**config.mk**
```make
export PLATFORM = sky130hd
export DESIGN_NAME = rand_num_gen_63
export DESIGN_NICKNAME = d
export VERILOG_FILES = /design/src/rtl/rand_num_gen_63_pkg.sv /design/src/rtl/rand_num_gen_63.sv
export SDC_FILE = /design/constraint.sdc
export NUM_CORES = 1
export LEC_CHECK = 0
export ABC_AREA = 1
export ABC_CLOCK_PERIOD_IN_PS = 800
export BUFFER_PORTS_ARGS = -buffer_cell sky130_fd_sc_hd__buf_2
export CORE_AREA = 2 2 39 41
export CTS_CLUSTER_DIAMETER = 80
export DETAILED_ROUTE_END_ITERATION = 6
export DIE_AREA = 0 0 41 43
export SKIP_LAST_GASP = 1
export SYNTH_ARGS = -nofsm -noshare
export SYNTH_HDL_FRONTEND = slang
export SYNTH_SLANG_ARGS = --single-unit
```
**constraint.sdc**
```tcl
create_clock -name clk -period 0.8 [get_ports clk]
set_clock_uncertainty 0.05 [all_clocks]
set_input_delay 0 -clock clk [delete_from_list [all_inputs] [get_ports clk]]
set_output_delay 0 -clock clk [all_outputs]
set_load 0.005 [all_outputs]
```
**src/rtl/rand_num_gen_63_pkg.sv**
```systemverilog
// Shared constants for the 6-bit maximal-length LFSR used for apple coordinates.
package rand_num_gen_63_pkg;

  localparam int RNG_WIDTH = 6;

  // Taps for x^6 + x^5 + 1 (bit indices into the state register).
  localparam int RNG_TAP_A = 5;
  localparam int RNG_TAP_B = 4;

  // Loaded instead of an all-zero seed; zero is the LFSR's lock-up state.
  localparam logic [RNG_WIDTH-1:0] RNG_NONZERO = 6'b000001;

  // One Fibonacci step: shift left, feedback into bit 0.
  function automatic logic [RNG_WIDTH-1:0] rng_next(input logic [RNG_WIDTH-1:0] s);
    logic fb;
    fb = s[RNG_TAP_A] ^ s[RNG_TAP_B];
    return {s[RNG_WIDTH-2:0], fb};
  endfunction

  // Seed as it is actually loaded: zero is replaced so the cycle never stalls.
  function automatic logic [RNG_WIDTH-1:0] rng_safe_seed(input logic [RNG_WIDTH-1:0] seed);
    return (seed == '0) ? RNG_NONZERO : seed;
  endfunction

endpackage

```
**src/rtl/rand_num_gen_63.sv**
```systemverilog
// Free-running 6-bit Fibonacci LFSR (period 63, never zero).
// The output is the state register itself; seed only reaches it through
// the register on a reset edge.
module rand_num_gen_63
  import rand_num_gen_63_pkg::*;
(
  input  logic                 clk,
  input  logic                 reset,
  input  logic [RNG_WIDTH-1:0] seed,
  output logic [RNG_WIDTH-1:0] rnd
);

  // Power-up value keeps instances without a reset connection in the
  // non-zero cycle.
  logic [RNG_WIDTH-1:0] r_state = RNG_NONZERO;
  logic [RNG_WIDTH-1:0] w_next;
  logic [RNG_WIDTH-1:0] w_seed_safe;

  assign w_next      = rng_next(r_state);
  assign w_seed_safe = rng_safe_seed(seed);

  // Load the (non-zero) seed on reset, otherwise advance every cycle.
  always_ff @(posedge clk) begin
    if (reset) begin
      r_state <= w_seed_safe;
    end else begin
      r_state <= w_next;
    end
  end

  assign rnd = r_state;

endmodule

```
==> qor.yml <==
fmax_mhz: 1310
viasPerCell: 3.77
relSlewSlack_pct: 87.5
grt_max_degree: 9
drtPass1Iterations: 4
die_w_um: 41
p_per_area_nw_per_um2: 1870
path_cells: "buf_2"
yosysSeqAreaShare_pct: 47.5
cts_num_sinks: 6
wl_met1_um: 271
finalWirelength_um: 601
cp.required_ns: 0.75
drv_cap: 0
cts_setup_buffers: 0
place_inst: 60
ir_drop_mv: 0.614
cp_num_buf_inv: 1
yosys.area.top_type_share_pct: 47.5
slew_violations: 0
die_y_um: 43
post-route-min-period_ns: 0.766
dr_wl_met2_um: 262
cpLargestDelayFamily: "flip-flops"
wl_per_cell_um: 8.71
mostFrequentLayoutCells: "nand2_1, buf_2, dlygate4sd3_1, dfxtp_1, clkbuf_4"
syn-num-nets: 40
largest_reg_flops: 6
hold_viol_final: 0
crit_path_end_kind: "output port"
grt_pass1_vias: 240
final_cells: 69
drive_gt1_share_pct: 41.5
route.detailed.drc: 0
synth.area.top_cells: "dfxtp_1, nand2_1, nand3_2"
setup-violations-final: 0
diodes: 0
core_um2: 1380
slowest_stage: "dfxtp_1"
cts_tree: "done"
worst_slew_pin_slew_ns: 0.188
hold_class: "input port to register"
ant_nets: 0
cts_buffer_depth: 2
syn_inst: 32
status: "completed"
dr_wl_met3_um: 66
leakagePower_uw: 0.000212
overflow: 0
place_congestion: 0.677
crit_path_start_kind: "register"
cts_max_level: 1
worstPathMaxFanout: 3
syn_area_um2: 253
yosys.area.top_type: "dfxtp_1"
drtIter0Drc: 1
dieArea_um2: 1760
hold_slack_ns: 0.00598
worstPathArrival_ns: 0.72
clk_latency_ns: 0.25
finalCritPeriodShare_pct: 95.8
synth-seq-cells: 6
grt_pass1_wl_um: 903
syn_to_final_growth_pct: 63.9
antenna_found_initial: 0
start_util_pct: 18.3
io_buffer_count: 13
routed.top_layer: "met3"
final_nets: 63
placementRows: 14
postSynthAreaPerCell_um2: 7.90
ys_warn_count: 0
max_stage_delay_ns: 0.35
path_class: "register to output port"
numCtsBuffers: 3
yosysUniqueCellTypes: 10
ios: 14
clkTransAtPathRegs_ns: 0.05
dpl.hpwl_um: 426
grtUsageTotal_pct: 8.54
clock-root-buffer: "clkbuf_4"
vias: 260
[per-layer routing]
layer | vias to the layer above | track usage [%]
li1 | 141 | -
met1 | 105 | 8.06
met2 | 14 | 11.3
met3 | 0 | 6.28
met4 | 0 | 8.00
met5 | - | 0
[where the power goes]
part,internal [uW],switching [uW],leakage (uW)
combinational,74.5,64.6,0.000148
clock,170,119,0.0000138
sequential,331,16.4,0.0000506
total,576,200,0.000212
[final timing paths]
kind                  start             end  slack, ns  depth (start not counted)
max          rnd[4]$_DFF_P_          rnd[4]       0.03                          1
min                 seed[5]  rnd[0]$_DFF_P_      0.006                          4
max reg2reg  rnd[4]$_DFF_P_  rnd[0]$_DFF_P_       0.07                          4
min reg2reg  rnd[2]$_DFF_P_  rnd[3]$_DFF_P_       0.39                          2
[through the flow]
stage	total power (uW)	util [%]	TNS, ns	setup slack [ns]	instance area [um^2]
after floorplan	414	-	0	0.0912	253
after global placement	466	23.6	0	0.0944	327
after detailed placement	466	23.6	0	0.0722	327
after CTS	784	29.6	0	0.00586	409
after global routing	825	29.9	-0.00257	-0.00257	414
final	775	29.9	0	0.0339	414
[cells in the mapped netlist]
library cell	n
dfxtp_1	6
nor2_1	4
inv_6	1
nand2_1	13
nand3_2	2
nand3_1	1
nor2_4	1
o21ai_1	1
inv_1	2
buf_6	1
[layout make-up]
class,count,area (um^2)
fill,155,970
timing repair buffer,19,125
sequential,6,120
multi-input combinational,22,110
clock buffer,3,22.5
tap,16,20.0
inverter,3,16.3
[timing repair]
item | in CTS | in global routing
hold endpoints to repair | 6 | 0
resized for setup | 0 | 2
hold buffers | 6 | 0
setup endpoints to repair | 0 | 1
[cells by family (layout without fill, tap and decap cells)]
logic type	count (synthesis)	in the layout	synth area share (%)
AND/OR/NAND/NOR	21	21	39.6
flip-flops	6	6	47.5
buffers and inverters	4	25	10.9
AO/OA/AOI/OAI	1	1	1.98
(Power assumes the default switching activity.)
